File: config.mk
export PLATFORM = sky130hd
export DESIGN_NAME = regfile_write_arbiter_flat
export DESIGN_NICKNAME = d
export VERILOG_FILES = /design/src/rtl/regfile_write_arbiter_if.sv /design/src/rtl/regfile_write_arbiter.sv /design/src/flat_wrapper.sv
export SDC_FILE = /design/constraint.sdc
export NUM_CORES = 1
export LEC_CHECK = 0
export CAP_MARGIN = 25
export CORE_ASPECT_RATIO = 0.6
export CORE_UTILIZATION = 30
export DETAILED_ROUTE_END_ITERATION = 10
export HOLD_SLACK_MARGIN = 0.08
export PLACE_DENSITY = 0.65
export RECOVER_POWER = 25
export SLEW_MARGIN = 20
export SYNTH_ARGS = -nofsm -noshare
export SYNTH_HDL_FRONTEND = slang
export SYNTH_SLANG_ARGS = --single-unit
File: constraint.sdc
create_clock -name CLK -period 2.2 [get_ports CLK]
set_clock_uncertainty 0.2 [all_clocks]
set_input_delay 0.33 -clock CLK [delete_from_list [all_inputs] [get_ports CLK]]
set_output_delay 0.33 -clock CLK [all_outputs]
set_load 0.03 [all_outputs]
File: src/rtl/regfile_write_arbiter_if.sv
// Writeback handshake and regfile-side bundle for the write arbiter.
// Master is the requester/stage side, slave is the arbiter.
interface regfile_write_arbiter_if #(
   parameter int DATA_W = 16,
   parameter int ADDR_W = 4,
   parameter int CNT_W  = 16
);
   logic              valid0;
   logic [ADDR_W-1:0] rd0;
   logic [DATA_W-1:0] data0;
   logic              ready0;
   logic              valid1;
   logic [ADDR_W-1:0] rd1;
   logic [DATA_W-1:0] data1;
   logic              ready1;
   logic [ADDR_W-1:0] rs0;
   logic [ADDR_W-1:0] rs1;
   logic              regWrite;
   logic [ADDR_W-1:0] rd;
   logic [DATA_W-1:0] dataWrite;
   logic              busy0;
   logic              busy1;
   logic [CNT_W-1:0]  writeCount;

   modport master (
      output valid0, rd0, data0,
      output valid1, rd1, data1,
      output rs0, rs1,
      input  ready0, ready1,
      input  regWrite, rd, dataWrite,
      input  busy0, busy1, writeCount
   );

   modport slave (
      input  valid0, rd0, data0,
      input  valid1, rd1, data1,
      input  rs0, rs1,
      output ready0, ready1,
      output regWrite, rd, dataWrite,
      output busy0, busy1, writeCount
   );
endinterface

File: src/rtl/regfile_write_arbiter.sv
// Round-robin arbiter sharing the regfile write port between ALU and load
// writeback, with registered write drive and in-flight operand flags.
module regfile_write_arbiter #(
   parameter int DATA_W = 16,
   parameter int ADDR_W = 4,
   parameter int CNT_W  = 16
) (
   input  logic                    CLK,
   input  logic                    RST,
   regfile_write_arbiter_if.slave  bus
);
   logic              grant0;
   logic              grant1;
   logic              last_grant;
   logic              we_next;
   logic              reg_write;
   logic [ADDR_W-1:0] rd_q;
   logic [DATA_W-1:0] data_q;
   logic [CNT_W-1:0]  count;

   // last_grant=1 means req1 won last, so req0 wins the next tie
   always_comb begin
      grant0 = 1'b0;
      grant1 = 1'b0;
      if (!RST) begin
         unique case (1'b1)
            (bus.valid0 && bus.valid1): begin
               grant0 = last_grant;
               grant1 = !last_grant;
            end
            (bus.valid0 && !bus.valid1): grant0 = 1'b1;
            (!bus.valid0 && bus.valid1): grant1 = 1'b1;
            default: ;
         endcase
      end
   end

   assign we_next = (grant0 && (bus.rd0 != '0)) ||
                    (grant1 && (bus.rd1 != '0));

   always_ff @(posedge CLK or posedge RST) begin
      if (RST) begin
         reg_write  <= 1'b0;
         rd_q       <= '0;
         data_q     <= '0;
         count      <= '0;
         last_grant <= 1'b1;
      end else begin
         reg_write <= we_next;
         if (grant0) begin
            rd_q       <= bus.rd0;
            data_q     <= bus.data0;
            last_grant <= 1'b0;
         end else if (grant1) begin
            rd_q       <= bus.rd1;
            data_q     <= bus.data1;
            last_grant <= 1'b1;
         end
         if (we_next)
            count <= count + 1'b1;
      end
   end

   assign bus.ready0     = grant0;
   assign bus.ready1     = grant1;
   assign bus.regWrite   = reg_write;
   assign bus.rd         = rd_q;
   assign bus.dataWrite  = data_q;
   assign bus.writeCount = count;
   assign bus.busy0      = reg_write && (rd_q == bus.rs0) && (rd_q != '0);
   assign bus.busy1      = reg_write && (rd_q == bus.rs1) && (rd_q != '0);
endmodule
File: src/flat_wrapper.sv
// flat-port wrapper written by rule: the top's interface ports become plain ports
module regfile_write_arbiter_flat 
#(
   parameter int DATA_W = 16,
   parameter int ADDR_W = 4,
   parameter int CNT_W  = 16
)
  (CLK, RST, bus_valid0, bus_rd0, bus_data0, bus_valid1, bus_rd1, bus_data1, bus_rs0, bus_rs1, bus_ready0, bus_ready1, bus_regWrite, bus_rd, bus_dataWrite, bus_busy0, bus_busy1, bus_writeCount);
  regfile_write_arbiter_if #(.DATA_W(DATA_W), .ADDR_W(ADDR_W), .CNT_W(CNT_W)) bus_i ();
  input  logic CLK;
  input  logic RST;
  input wire logic [$bits(bus_i.valid0)-1:0] bus_valid0;
  input wire logic [$bits(bus_i.rd0)-1:0] bus_rd0;
  input wire logic [$bits(bus_i.data0)-1:0] bus_data0;
  input wire logic [$bits(bus_i.valid1)-1:0] bus_valid1;
  input wire logic [$bits(bus_i.rd1)-1:0] bus_rd1;
  input wire logic [$bits(bus_i.data1)-1:0] bus_data1;
  input wire logic [$bits(bus_i.rs0)-1:0] bus_rs0;
  input wire logic [$bits(bus_i.rs1)-1:0] bus_rs1;
  output wire logic [$bits(bus_i.ready0)-1:0] bus_ready0;
  output wire logic [$bits(bus_i.ready1)-1:0] bus_ready1;
  output wire logic [$bits(bus_i.regWrite)-1:0] bus_regWrite;
  output wire logic [$bits(bus_i.rd)-1:0] bus_rd;
  output wire logic [$bits(bus_i.dataWrite)-1:0] bus_dataWrite;
  output wire logic [$bits(bus_i.busy0)-1:0] bus_busy0;
  output wire logic [$bits(bus_i.busy1)-1:0] bus_busy1;
  output wire logic [$bits(bus_i.writeCount)-1:0] bus_writeCount;
  assign bus_i.valid0 = bus_valid0;
  assign bus_i.rd0 = bus_rd0;
  assign bus_i.data0 = bus_data0;
  assign bus_i.valid1 = bus_valid1;
  assign bus_i.rd1 = bus_rd1;
  assign bus_i.data1 = bus_data1;
  assign bus_i.rs0 = bus_rs0;
  assign bus_i.rs1 = bus_rs1;
  assign bus_ready0 = bus_i.ready0;
  assign bus_ready1 = bus_i.ready1;
  assign bus_regWrite = bus_i.regWrite;
  assign bus_rd = bus_i.rd;
  assign bus_dataWrite = bus_i.dataWrite;
  assign bus_busy0 = bus_i.busy0;
  assign bus_busy1 = bus_i.busy1;
  assign bus_writeCount = bus_i.writeCount;
  regfile_write_arbiter #(.DATA_W(DATA_W), .ADDR_W(ADDR_W), .CNT_W(CNT_W)) u_core (.CLK(CLK), .RST(RST), .bus(bus_i));
endmodule
Word level (Yosys, flattened, before mapping). Index checks and enable logic that the tools add are counted.

Flip-flop bits (word level): 38. Bits in latches: 0. Bits in writable memories: 0. Bits in read-only memories: 0. Input port bits: 52. Output and inout bits: 41. Logic and storage cells: 35. Memories: 0.

Add/sub/neg operators: 1. $mul: 0. Div/mod/pow operators: 0. $lt $le $gt $ge: 0. Equality and inequality tests: 2. Shifts and indexed selects: 0. Multiplexer cells: 10. Bitwise gates (word level): 0. Reduce and logical (&&, ||, !) cells: 17.

Operator list (count): $mux W16 (2); $add A16 B1 Y16 const B (1); $reduce_bool A4 Y1 (3); $logic_and A1 B1 Y1 (9); $eq A4 B4 Y1 (2); $mux W4 (2); $mux W1 (4); $pmux W1 S2 (2); $logic_not A1 Y1 (3); $reduce_bool A2 Y1 (1); $logic_or A1 B1 Y1 (1).

Logic depth before layout (Yosys ltp).
Depth in word-level cells: 6. Mapped depth: 7. Mapped depth without buffers: 6.

Least setup slack after synthesis. Ideal clock, no wire load.

Kind: input-to-reg. From: input port RST. To: register u_core.count[4] (netlist: u_core.bus.writeCount[4]). Library setup time: 0.135 ns. Arrival time: 2.220 ns. Required time: 1.865 ns. Slack: -0.354 ns. Stages: 7. Path buffers: 1. Cells stage by stage: inv_1 -> o211ai_2 -> a2bb2oi_4 -> inv_2 -> buf_6 -> nand4_2 -> xnor2_1.

Cells in the longest elaborated chain, start to end: 3. Elaborated cells on any way between the ends: 5. Classes of those cells: 2 x mux; 3 x reduce/logical.

RTL lines: from (decl) (RTL line flat_wrapper.sv:11) `input logic RST;`; $mux W1 (RTL line regfile_write_arbiter.sv:25) `if (!RST) begin`; $logic_and A1 B1 Y1 (on tied branches) (RTL line regfile_write_arbiter.sv:38, regfile_write_arbiter.sv:39); $logic_or A1 B1 Y1 * (RTL line regfile_write_arbiter.sv:38) `assign we_next = (grant0 && (bus.rd0 != '0)) ||`; via u_core.we_next (RTL line regfile_write_arbiter.sv:15) `logic we_next;`; to (signal assigned) (RTL line regfile_write_arbiter.sv:60) `count <= count + 1'b1;`; to (decl) (RTL line regfile_write_arbiter.sv:19) `logic [CNT_W-1:0] count;`.

The timed path passes the listed nets; every way through them passes the cells marked *. A chain may end at the register's enable or synchronous reset.

Worst setup path after layout.
From: input port bus_valid0. To: output port bus_ready1.

Cells in the longest elaborated chain, start to end: 4. Elaborated cells on any way between the ends: 5. Classes of those cells: 2 x mux; 3 x reduce/logical.

RTL lines: from (decl) (RTL line flat_wrapper.sv:12) `input wire logic [$bits(bus_i.valid0)-1:0] bus_valid0;`; $logic_not A1 Y1 (RTL line regfile_write_arbiter.sv:32) `(!bus.valid0 && bus.valid1): grant1 = 1'b1;`; $logic_and A1 B1 Y1 (RTL line regfile_write_arbiter.sv:32); $pmux W1 S2 * (RTL line regfile_write_arbiter.sv:26) `unique case (1'b1)`; $mux W1 * (RTL line regfile_write_arbiter.sv:25); to (decl) (RTL line flat_wrapper.sv:21) `output wire logic [$bits(bus_i.ready1)-1:0] bus_ready1;`.

Mark *: on every way between the ends. The rest lies on a longest branch, timed or not.

==> run summary <==
Status
• run status: finished, final reports clean

Synthesis
• Synth area leader: dfrtp_1
• number of instances in the synthesized netlist: 173
• post-synth top area share: 0.4943
• synthesis warning total: 0
• number of flops mapped to enable cells by yosys: 0
• Net Count, Synth: 226
• Synth Cell Area: 0.001873 mm²
• count of cell types in the netlist: 29
• Seq cells post-synth: 38
• per-instance average area after synthesis: 10.83 µm²
• most frequently used flop master after synthesis: dfrtp_1
• part of the Yosys area used for sequential elements: 0.5084
• leading cell types by total area after synthesis: dfrtp_1, mux2i_1, xnor2_1, nand2_1, o21ai_0
• fraction of synthesis flops using an asynchronous set or reset pin: 1.000

Placed design
• placer congestion estimate: 0.7884
• detailed placer's ending HPWL: 3652 µm
• Placed Instances: 351
• total of buffers placed on input and output ports: 92

Power and ir drop
• Pint: 1.452 mW
• combinational power share: 0.362
• fraction of power consumed by sequential logic: 0.416
• maximum vdd drop: 275.6 µV
• leakage power of the design: 1.400 nW
• relative contribution of the clock network to total power: 0.222
• switching fraction of total power: 0.3577
• total net switching power: 0.8089 mW
• power density over cell area: 737.6 mW/mm²

STA
• Max-slew headroom: 0.3763
• fraction of the cycle the final worst path needs: 0.9598
• final setup violation count: 0
• number of pins with negative max-slew slack in the final report: 0
• highest achievable clock rate: 473.6 MHz
• final-layout setup total negative slack: 0 ps
• crit path time final: 2111 ps
• transition time at the pin with the least slew margin: 935.5 ps
• number of failing hold endpoints at the final stage: 0
• unrepaired setup endpoints after global routing: false

Global routing
• global routing usage summed across all routing layers: 0.1584
• maximum number of pins on one net before global-route repair: 39
• initial antenna violation count: 0
• vias in the first global route: 1589
• wire length of the first global-routing pass: 7914 µm
• global route overflow: 0

Worst setup path
• critical path data arrival time: 1580 ps
• CP startpoint kind: input pin
• Max FO, Critical Path: 2
• capturing element type of the critical path: primary output
• worst setup path class: in -> out
• required time worst endpoint: 1670 ps
• critical path launch point: bus_valid0
• reg2reg start: u_core.last_grant

Drt
• via count normalized by instance count: 4.554
• Routed Wire Length: 4840 µm
• detailed-route wire length per cell: 13.48 µm
• count of vias placed by the detailed router: 1635
• DR DRC count: 0
• drt initial violations: 32
• detailed-router iteration count before antenna repair: 4
• post-route ant nets: 0

Final layout
• commonest non-fill, non-tap cells in the layout: clkdlybuf4s50_1, dfrtp_1, nand2_1
• ratio of cells with drive above 1 in the final layout: 0.1183
• commonest non-fill, non-tap cell in the layout: clkdlybuf4s50_1
• count of inserted antenna diode cells: 0
• Final Non-Filler Cells: 359
• nets: 331
• Final Core Density: 0.5303
• area overhead of the layout relative to synthesis: 63.66%

CTS
• clock sink total: 38
• H-Tree Depth: 2
• # hold bufs at CTS: 0
• Root Buffer Master: clkbuf_8
• number of buffers on the longest clock path: 2
• TritonCTS clock tree: yes
• clock slew at the register clock pins of the worst setup and hold paths: 70 ps
• number of clock buffers inserted by TritonCTS: 5
• clk_lat worst skew: 300 ps

Die
• Die Area: 0.006574 mm²
• # rows: 21
• effective utilization at floorplan: 0.3240
• Die Y-Extent: 63.21 µm
• Core ar.: 0.005781 mm²
• number of top-level pins: 93
• horizontal extent of the die: 104.0 µm

Flow run
• max cap viols: 0

Hold path
• Min-Delay Path Class: reg -> reg
• origin of the worst min-delay path: u_core.bus.writeCount[15]

[sequential cells by signal (all words and copies together), names as in the netlist]
signal	cells
u_core.bus.writeCount	16
u_core.last_grant	1
u_core.bus.regWrite	1
u_core.bus.dataWrite	16
u_core.bus.rd	4
[metrics by stage]
stage / total power, mW / hold WS [ps] / setup WS, ps / instance area [µm²]
6_report: 2.261 / 274.2 / 88.50 / 3065
3_3_place_gp: 1.766 / 259.7 / -24.41 / 2977
3_5_place_dp: 1.777 / 265.2 / -63.35 / 2977
5_1_grt: 2.387 / 308.4 / 43.69 / 3065
4_1_cts: 2.291 / 274.9 / 28.88 / 3067
2_1_floorplan: 1.366 / 114.5 / 5.455 / 1886
[cell families after synthesis]
group,count (synthesis),share of synthesized area
XOR/XNOR,23,0.1076
AND/OR/NAND/NOR,54,0.1510
buffers and inverters,11,0.02738
multiplexers,20,0.1069
flip-flops,38,0.5084
adder cells (fa/ha/maj),1,0.006679
AO/OA/AOI/OAI,26,0.09219
[cell usage after synthesis, types with 3 or more instances]
cell type and count:
dfrtp_1 37, nand2_1 28, mux2i_1 20, o21ai_0 20, xnor2_1 20, nand4_1 6
and3_1 5, clkbuf_1 4, inv_1 3, nand3_1 3, nand4_2 3, xor2_1 3
[worst max-delay path, cell delays in order]
cell             delay (ps)
clkdlybuf4s50_1         460
buf_4                   170
a211oi_4                300
buf_4                   170
buf_4                   150
[power by group through the flow]
stage	clock network, mW	registers (mW)	logic, mW
6_report	0.502	0.941	0.818
3_5_place_dp	0	0.952	0.825
2_1_floorplan	0	1.14	0.231
3_3_place_gp	0	0.951	0.815
5_1_grt	0.549	0.962	0.877
4_1_cts	0.522	0.943	0.826
[cell type report]
type                    instances  area (µm²)
fillers                       559        2715
flip-flops and latches         38       952.2
clock inverters                 1       5.005
inverters                       4       16.27
multi-input cells             124       889.6
well taps                      80       100.1
repair buffers                105        1016
clock buffers                   7       86.33
[layer usage]
| metal | up-vias | share of wire | wire [µm] | GRT usage |
|---|---|---|---|---|
| li1 | 811 | - | - | - |
| met1 | 758 | 0.50 | 2403 | 0.2088 |
| met2 | 60 | 0.40 | 1927 | 0.2208 |
| met3 | 6 | 0.094 | 453 | 0.08489 |
| met4 | 0 | 0.012 | 57 | 0.04821 |
| met5 | - | 0 | 0 | 0 |
[worst paths after layout]
kind	end	slack [ps]	cells past startpoint
min	u_core.bus.writeCount[15]	270	1
min in group asynchronous	u_core.bus.dataWrite[1]	690	4
max in group asynchronous	u_core.bus.dataWrite[3]	510	4
max	bus_ready1	90	5
max reg2reg	u_core.bus.writeCount[14]	330	6
min reg2reg	u_core.bus.writeCount[15]	270	1
[repair_timing]
item / in CTS / in global routing
resized for setup: 1 / 1
setup buffers: 0 / 0
endpoints found under the setup margin: 1 / 1
No activity file was read; power rests on OpenSTA's default activity.
